[src/rtl/tm1638_ctrl.sv]
// TM1638 front-panel driver: latches digits/dots/LEDs/brightness once per frame
// and streams the three write transactions over STB/CLK/DIO.
module tm1638_ctrl #(
    parameter int CLK_DIV = 4,
    parameter int REFRESH = 50000
) (
    input  logic        clk,
    input  logic        rs,
    input  logic [31:0] digits,
    input  logic [7:0]  dots,
    input  logic [7:0]  leds,
    input  logic [2:0]  bright,
    input  logic        disp_on,
    output logic        tm_stb,
    output logic        tm_clk,
    output logic        tm_dio,
    output logic        busy,
    output logic        frame_done
);
    localparam int CW = $clog2(2 * CLK_DIV);
    localparam int RW = $clog2(REFRESH + 1);

    typedef enum logic [2:0] {IDLE, LATCH, SETUP, SEND, HOLD, GAP} state_t;

    state_t        state, state_n;
    logic [CW-1:0] cnt, cnt_n;
    logic          half, half_n;
    logic [2:0]    bit_idx, bit_n;
    logic [4:0]    byte_idx, byte_n;
    logic [1:0]    trans, trans_n;
    logic [RW-1:0] ref_cnt;
    logic          ref_done, last_byte, dio_ld, dio;
    logic [7:0]    sel_byte;
    logic [3:0]    addr;

    logic [31:0]   sh_digits;
    logic [7:0]    sh_dots, sh_leds;
    logic [2:0]    sh_bright;
    logic          sh_on;

    function automatic logic [6:0] seg7(input logic [3:0] n);
        case (n)
            4'd0: seg7 = 7'h3F;
            4'd1: seg7 = 7'h06;
            4'd2: seg7 = 7'h5B;
            4'd3: seg7 = 7'h4F;
            4'd4: seg7 = 7'h66;
            4'd5: seg7 = 7'h6D;
            4'd6: seg7 = 7'h7D;
            4'd7: seg7 = 7'h07;
            4'd8: seg7 = 7'h7F;
            4'd9: seg7 = 7'h6F;
            default: seg7 = 7'h00;
        endcase
    endfunction

    assign ref_done  = (ref_cnt == RW'(REFRESH - 1));
    assign last_byte = (trans == 2'd1) ? (byte_idx == 5'd16) : 1'b1;

    always_comb begin
        state_n = state;
        cnt_n   = cnt + 1'b1;
        half_n  = half;
        bit_n   = bit_idx;
        byte_n  = byte_idx;
        trans_n = trans;
        dio_ld  = 1'b0;
        case (state)
            IDLE: begin
                cnt_n = '0;
                if (ref_done) state_n = LATCH;
            end
            LATCH: begin
                cnt_n   = '0;
                state_n = SETUP;
                trans_n = 2'd0;
                byte_n  = 5'd0;
                bit_n   = 3'd0;
                half_n  = 1'b0;
                dio_ld  = 1'b1;
            end
            SETUP: if (cnt == CW'(CLK_DIV - 1)) begin
                cnt_n   = '0;
                half_n  = 1'b0;
                state_n = SEND;
            end
            SEND: if (cnt == CW'(CLK_DIV - 1)) begin
                cnt_n = '0;
                if (!half) begin
                    half_n = 1'b1;
                end else begin
                    // next bit (or next byte) is presented as tm_clk falls
                    half_n = 1'b0;
                    if (bit_idx == 3'd7) begin
                        bit_n = 3'd0;
                        if (last_byte) begin
                            state_n = HOLD;
                        end else begin
                            byte_n = byte_idx + 5'd1;
                            dio_ld = 1'b1;
                        end
                    end else begin
                        bit_n  = bit_idx + 3'd1;
                        dio_ld = 1'b1;
                    end
                end
            end
            HOLD: if (cnt == CW'(CLK_DIV - 1)) begin
                cnt_n   = '0;
                state_n = GAP;
            end
            GAP: if (cnt == CW'(2 * CLK_DIV - 1)) begin
                cnt_n = '0;
                if (trans == 2'd2) begin
                    state_n = ref_done ? LATCH : IDLE;
                end else begin
                    trans_n = trans + 2'd1;
                    byte_n  = 5'd0;
                    bit_n   = 3'd0;
                    dio_ld  = 1'b1;
                    state_n = SETUP;
                end
            end
            default: state_n = IDLE;
        endcase
    end

    // Byte selected by the next-state counters, so DIO can be loaded on the same edge.
    always_comb begin
        addr = 4'(byte_n - 5'd1);
        case (trans_n)
            2'd0: sel_byte = 8'h40;
            2'd1: begin
                if (byte_n == 5'd0)
                    sel_byte = 8'hC0;
                else if (addr[0])
                    sel_byte = {7'b0, sh_leds[addr[3:1]]};
                else
                    sel_byte = {sh_dots[addr[3:1]], seg7(sh_digits[{addr[3:1], 2'b00} +: 4])};
            end
            default: sel_byte = {4'h8, sh_on, sh_bright};
        endcase
    end

    always_ff @(posedge clk) begin
        if (!rs) begin
            state    <= IDLE;
            cnt      <= '0;
            half     <= 1'b0;
            bit_idx  <= 3'd0;
            byte_idx <= 5'd0;
            trans    <= 2'd0;
            dio      <= 1'b0;
            ref_cnt  <= RW'(REFRESH - 1);
        end else begin
            state    <= state_n;
            cnt      <= cnt_n;
            half     <= half_n;
            bit_idx  <= bit_n;
            byte_idx <= byte_n;
            trans    <= trans_n;
            if (dio_ld) dio <= sel_byte[bit_n];
            if (state == LATCH)  ref_cnt <= RW'(1);
            else if (!ref_done)  ref_cnt <= ref_cnt + 1'b1;
        end
    end

    always_ff @(posedge clk) begin
        if (!rs) begin
            sh_digits <= '0;
            sh_dots   <= '0;
            sh_leds   <= '0;
            sh_bright <= '0;
            sh_on     <= 1'b0;
        end else if (state == LATCH) begin
            sh_digits <= digits;
            sh_dots   <= dots;
            sh_leds   <= leds;
            sh_bright <= bright;
            sh_on     <= disp_on;
        end
    end

    assign tm_stb     = !(state == SETUP || state == SEND || state == HOLD);
    assign tm_clk     = !(state == SEND && !half);
    assign tm_dio     = dio;
    assign busy       = (state == SETUP || state == SEND || state == HOLD || state == GAP);
    assign frame_done = (state == GAP) && (trans == 2'd2) && (cnt == CW'(2 * CLK_DIV - 1));
endmodule

[config.mk]
export PLATFORM = sky130hd
export DESIGN_NAME = tm1638_ctrl
export DESIGN_NICKNAME = d
export VERILOG_FILES = /design/src/rtl/tm1638_ctrl.sv
export SDC_FILE = /design/constraint.sdc
export NUM_CORES = 1
export LEC_CHECK = 0
export BUFFER_PORTS_ARGS = -buffer_cell sky130_fd_sc_hd__buf_2
export CAP_MARGIN = 20
export CORE_MARGIN = 2
export CORE_UTILIZATION = 63
export DETAILED_ROUTE_END_ITERATION = 7
export PLACE_DENSITY_LB_ADDON = 0.05
export SLEW_MARGIN = 20
export SYNTH_ARGS = -nofsm -noshare
export SYNTH_HDL_FRONTEND = slang
export SYNTH_SLANG_ARGS = --single-unit
[constraint.sdc]
create_clock -name clk -period 9.93 [get_ports clk]
set_input_delay 1.4895 -clock clk [delete_from_list [all_inputs] [get_ports clk]]
set_output_delay 1.4895 -clock clk [all_outputs]
set_load 0.005 [all_outputs]
Yosys cells after proc, flatten, opt, wreduce, memory -nomap -nowiden
Memories as Yosys holds them, arrays and structs flattened.
Index checks and enable logic that the tools add are counted.
- memories: 1
- ROM bits: 112
- bits in registers: 86
- reduce and logical (&&, ||, !) cells: 18
- bitwise operators: 1
- add/sub/neg operators: 6
- shift operators: 1
- multiplexer cells: 53
- order comparisons: 2
- equal/unequal tests: 22
- memories (memory ; depth ; bits a word ; rd ports ; clocked after Yosys merged registers in ; wr ports ; RTL line ; RTL):
    (name not given) ; 16 ; 7 ; 1 ; 0 ; 0 ; 42 ; case (n)
- operator list (kind ; number):
    3-bit two-way mux ; 15
    16-bit two-way mux ; 2
    32-bit by 6-bit indexed part select with 4-bit output ; 1
    5-bit two-way mux ; 6
    3-bit one-hot mux with 3 select lines ; 2
    3-bit one-hot mux with 6 select lines ; 1
    16-bit by 1-bit adder with 16-bit output (second input constant) ; 1
    16-bit == test (second input constant) ; 1
    8-bit two-way mux ; 2
    8-bit one-hot mux with 2 select lines ; 1
    5-bit one-hot mux with 3 select lines ; 1
    1-bit two-way mux ; 14
    2-bit inequality test (second input constant) ; 7
    3-bit == test (second input constant) ; 4
    1-bit binary-select mux with 3-bit select ; 3
    3-bit by 2-bit == test with 1-bit output (second input constant) ; 3
    3-bit by 4-bit < comparator with 1-bit output (second input constant) ; 2
    8-bit AND reduction ; 1
    3-bit by 1-bit adder with 3-bit output (second input constant) ; 2
    2-bit two-way mux ; 3
    1-bit one-hot mux with 3 select lines ; 2
    5-bit by 1-bit adder with 5-bit output (second input constant) ; 1
    5-bit == test (second input constant) ; 1
    5-bit zero test ; 1
    17 further kinds ; 26

Depth between registers and ports, before layout
- depth in word-level cells: 15
- mapped depth: 20
- gate-level depth less buffers: 18

Least setup slack after synthesis
No wires, ideal clock.
- path kind: reg2reg
- start: register cnt[0]
- end: register dio (netlist: tm_dio)
- setup slack: 5.634 ns
- period minus slack after synthesis: 4.296 ns
- arrival: 4.227 ns
- stages on the path, launching flop included: 19
- path buffers: 1
- library setup time: 0.069 ns
- data required time: 9.861 ns
- cells stage by stage: dfxtp_1 ha_1 ha_1 nand4_4 o21ai_0 a21oi_1 nor2_1 ha_1 o211ai_1 o221a_1 buf_6 mux4_1 mux2i_1 inv_1 ha_1 mux2_4 a2111oi_0 o311ai_1 o21ai_1
- longest elaborated chain between the ends: 11
- elaborated cells between the ends (all ways): 28
- those cells by class: add/sub: 1; eq/ne: 3; shift: 1; mux: 20; reduce/logical: 2; memory: 1
- ends and longest elaborated chain (item ; RTL line ; RTL):
    start, declared ; 26 ; logic [CW-1:0] cnt, cnt_n;
    start signal, assigned ; 157 ; cnt <= cnt_n;
    3-bit == test / 3-bit by 2-bit == test with 1-bit output (equally long branches) ; 112, 87 ;
    5-bit two-way mux, on equally long branches ; 112, 87 ;
    5-bit one-hot mux with 3 select lines ; 68 ; case (state)
    4-bit by 1-bit subtractor with 4-bit output ; 130 ; addr = 4'(byte_n - 5'd1);
    32-bit by 6-bit indexed part select with 4-bit output (tied with other cells) ; 139 ; sel_byte = {sh_dots[addr[3:1]], seg7(sh_digits[{addr[3:1], 2'b00} +: 4])};
    memory 16 x 7 bit (tied with other cells) ; n/a ;
    8-bit two-way mux ; 136 ; else if (addr[0])
    8-bit two-way mux ; 134 ; if (byte_n == 5'd0)
    8-bit one-hot mux with 2 select lines ; 131 ; case (trans_n)
    1-bit binary-select mux with 3-bit select ; 162 ; if (dio_ld) dio <= sel_byte[bit_n];
    1-bit two-way mux (not written as such) ; 162 ;
    end signal, assigned ; 162 ;
    end, declared ; 32 ; logic ref_done, last_byte, dio_ld, dio;
Parallel ways exist; a longest one is shown, timed or not. The select of a mux whose other input is x is not followed.
A chain may end at the register's enable or synchronous reset.

Worst setup path after layout
Ends and elaborated chain as after synthesis.

==> summary.txt <==
Outcome
  • Status: completed

Final layout
  • Most common cell after layout, fill and taps aside: nand2_1
  • Diode count: 0
  • Synthesis-to-finish area growth: 9.757%
  • Most frequent cells in the layout: nand2_1 (128), dfxtp_1 (86), buf_2 (58)
  • FF/Latch Area: 1722 sq um
  • Fill count: between 600 and 700
  • Final nets: just under 700
  • Filler-free cell count of the finished design: a little over 700
  • Layout cells sized above 1: 0.1626
  • Multi-input logic area: between 2000 and 3000 sq um
  • Util after Layout: 0.7086

Timing
  • Final Hold Fails: 0
  • Max-slew headroom: 0.3715
  • Minimum clock period: 5205 ps
  • Fin Clk Skew: 13.75 ps
  • Setup TNS: 0 ps
  • Final setup viols: 0
  • PnR worst setup slack: approximately 4700 ps
  • Worst slew pin tran: 938.1 ps
  • RSZ-0062 raised after global routing: false
  • F_max: ~190 MHz
  • Final period util: 0.5241
  • Max-slew violations: 0

Setup path
  • Reg-to-reg startpoint: cnt[0]$_SDFF_PN0_
  • Critical path startpoint: cnt[0]$_SDFF_PN0_
  • R2R depth: 16
  • Critical Path, Cell by Cell: ha_1, ha_1, nand4_4, o21ai_0, a21oi_1, nor2_1, ha_1, o221a_1, mux4_1, mux2i_1, inv_1, ha_1, mux2_4, a2111oi_0, o31ai_1, o21ai_1
  • Reg-to-reg critical path endpoint: tm_dio$_SDFFE_PN0P_
  • Setup CP Type: flip-flop to flip-flop
  • Crit start category: flip-flop
  • Worst EP arrival: about 5500 ps
  • Critical path's most frequent cell: ha_1
  • Crit-path max FO: 11
  • WP data required: between 10000 and 15000 ps
  • Slowest library cell on the worst path: mux4_1
  • R2R Setup Slk: approximately 4700 ps
  • Slowest cell delay on critical path: 640 ps
  • Critical Path Sink Type: flip-flop

Clock network
  • Root Driver: clkbuf_8
  • Clock buffer count from CTS: 9
  • H-tree depth: 3
  • CTS Hold Bufs: 0
  • Cts repair resizes: 0
  • # clock sinks: 86
  • Clock Latency Late Sink: 360 ps
  • Setup Buffers After CTS: 0
  • CTS max path bufs: 2
  • TritonCTS clock tree: yes
  • Clk slew on worst S/H paths: 90 ps

Yosys
  • Synth async-reset ratio: 0
  • Mapped cell area: between 4000 and 5000 sq um
  • Post-Syn Instances: 573
  • Flops & latches, synth: 86
  • Primary FF master, synth: dfxtp_1
  • Seq/Total Area, Yosys: 0.3487
  • Yosys Warn Count: 0
  • Synthesized net count: roughly 650
  • Number of enable flip-flop cells after synthesis: 0
  • Avg Cell Area, Syn: ~8.6 sq um
  • Synth cell types: between 60 and 70

Die
  • Num ports: 59
  • Die area: approximately 8600 sq um
  • Initial Util: 0.6456
  • DIE HEIGHT: ~90 microns
  • DIE WIDTH: around 90 microns
  • Core box area: around 7600 sq um
  • Row cnt: 32

Drt
  • Total iterations of the first detailed-routing run: 4
  • Routed length per instance: ~15 microns
  • Total Wirelength: 10590 microns
  • Routed vias/inst: about 5.7
  • Post-route DRC: 0
  • Post-route ant nets: 0
  • Routed via count: slightly above 4000
  • Iteration-0 DRC Markers: about 180

Power and ir drop
  • P_leak: about 2.1 nW
  • Maximum vdd drop: between 0.0001 and 0.00015 V
  • Power per Cell Area: 188.6 nW/um^2

Placement
  • GP Congestion: 0.9029
  • Post-Place Worst Slack: 4780 ps
  • Post-placement cell count: about 700
  • Port Buffers: 58
  • Detailed Place HPWL: between 7000 and 8000 microns

Hold path
  • Hold Path Cell Cnt: 1
  • Hold Path End: cnt[0]$_SDFF_PN0_
  • Hold Startpoint: cnt[0]$_SDFF_PN0_
  • HP Class: flip-flop to flip-flop

Global route
  • First-pass GRT wire length: roughly 18000 microns
  • Initial antenna violation count: 0
  • GRT overflow: 0
  • Vias in the first global route: around 4000
  • Gr usage total: 0.2593
  • Largest net degree at the start of global routing: 82

Flow run
  • Max-cap viol count: 0
[how the worst max path moves through the flow]
| stage | to | slack, ps | depth (start not counted) |
|---|---|---|---|
| after CTS | tm_dio$_SDFFE_PN0P_ | 4750 | 16 |
| after floorplan | tm_dio$_SDFFE_PN0P_ | 5630 | 18 |
| after global placement | tm_dio$_SDFFE_PN0P_ | 4910 | 16 |
| after detailed placement | tm_dio$_SDFFE_PN0P_ | 4780 | 16 |
| after global routing | tm_dio$_SDFFE_PN0P_ | 4190 | 16 |
| final | tm_dio$_SDFFE_PN0P_ | 4730 | 16 |
[metal layers]
layer	GRT usage	vias up	wire length, microns
met2	0.4300	74	5064
met5	0	-	0
met3	0.03580	9	344
met1	0.3467	1907	5072
met4	0.09328	0	110
li1	-	2070	-
[sequential cells by signal (all words and copies together), names as in the netlist]
signal	flops
ref_cnt	16
sh_dots	8
cnt	3
tm_dio	1
sh_leds	8
state	3
trans	2
sh_bright	3
bit_idx	3
sh_on	1
sh_digits	32
byte_idx	5
half	1
[logic make-up after synthesis]
group	Yosys count	share of synthesized area
xor+xnor	16	0.02990
buf+inv	55	0.04891
fa+ha+maj	20	0.05068
simple gates	238	0.2352
mux	38	0.1092
compound gates	120	0.1774
flops	86	0.3487
[per-stage QoR]
stage | power, W | area, sq um | hold WS [ps]
after global placement | 0.0007666 | 5218 | 403.5
final | 0.001022 | 5419 | 429.4
after CTS | 0.001023 | 5414 | 429.9
after global routing | 0.001092 | 5419 | 464.2
after floorplan | 0.0007024 | 4937 | 396.2
after detailed placement | 0.0007796 | 5218 | 417.2
[critical path: cells and delay by family (launching register included)]
family                     cells  cell delay, ps
AOI/OAI and AO/OA              6            1570
adders and majority gates      4            1140
DFF                            1             350
buffers and inverters          1             130
and+or+nand+nor                2             740
muxes                          3            1200
[cell type report]
cell class              count  area share
clock inverters             7     0.01339
multi-input cells         432      0.5516
repair buffers             60     0.05634
clock buffers               9     0.02286
flip-flops and latches     86      0.3177
well taps                 102     0.02355
inverters                  21     0.01455
[where the power goes]
part,internal (W),switching (W),leakage [nW],total (W)
clock network,0.000117,0.000129,0.0956,0.000246
logic,0.000129,0.000181,1.32,0.000311
registers,0.000408,0.0000569,0.701,0.000465
total,0.000654,0.000368,2.12,0.00102
[synth_stat cells (all sizes together) (2+ instances only)]
cell type  count  area share
nand2        129       0.099
dfxtp         86        0.35
a21boi        54       0.082
nor2          28       0.021
mux2i         25       0.051
clkbuf        22       0.017
ha            20       0.051
inv           20       0.015
o21ai         19       0.019
nand3         14       0.017
buf           12       0.016
mux4          10       0.049
xor2          10       0.018
nor2b          9       0.011
a21oi          8      0.0081
and2           8       0.010
and3           8       0.010
nand4          7       0.012
o31ai          7       0.011
nand2b         6      0.0076
nor4           6      0.0076
o211ai         6       0.011
xnor2          6       0.012
a2111oi        3      0.0053
a22o           3      0.0053
mux2           3      0.0091
nor3b          3      0.0046
o21a           3      0.0046
a22oi          2      0.0030
and4           2      0.0038
nand4bb        2      0.0046
nor3           2      0.0020
nor4b          2      0.0048
o221a          2      0.0046
o221ai         2      0.0035
o311a          2      0.0041
o311ai         2      0.0035
or2            2      0.0025
or2b           2      0.0030
or3            2      0.0025
Power figures use the tool's default switching activity.
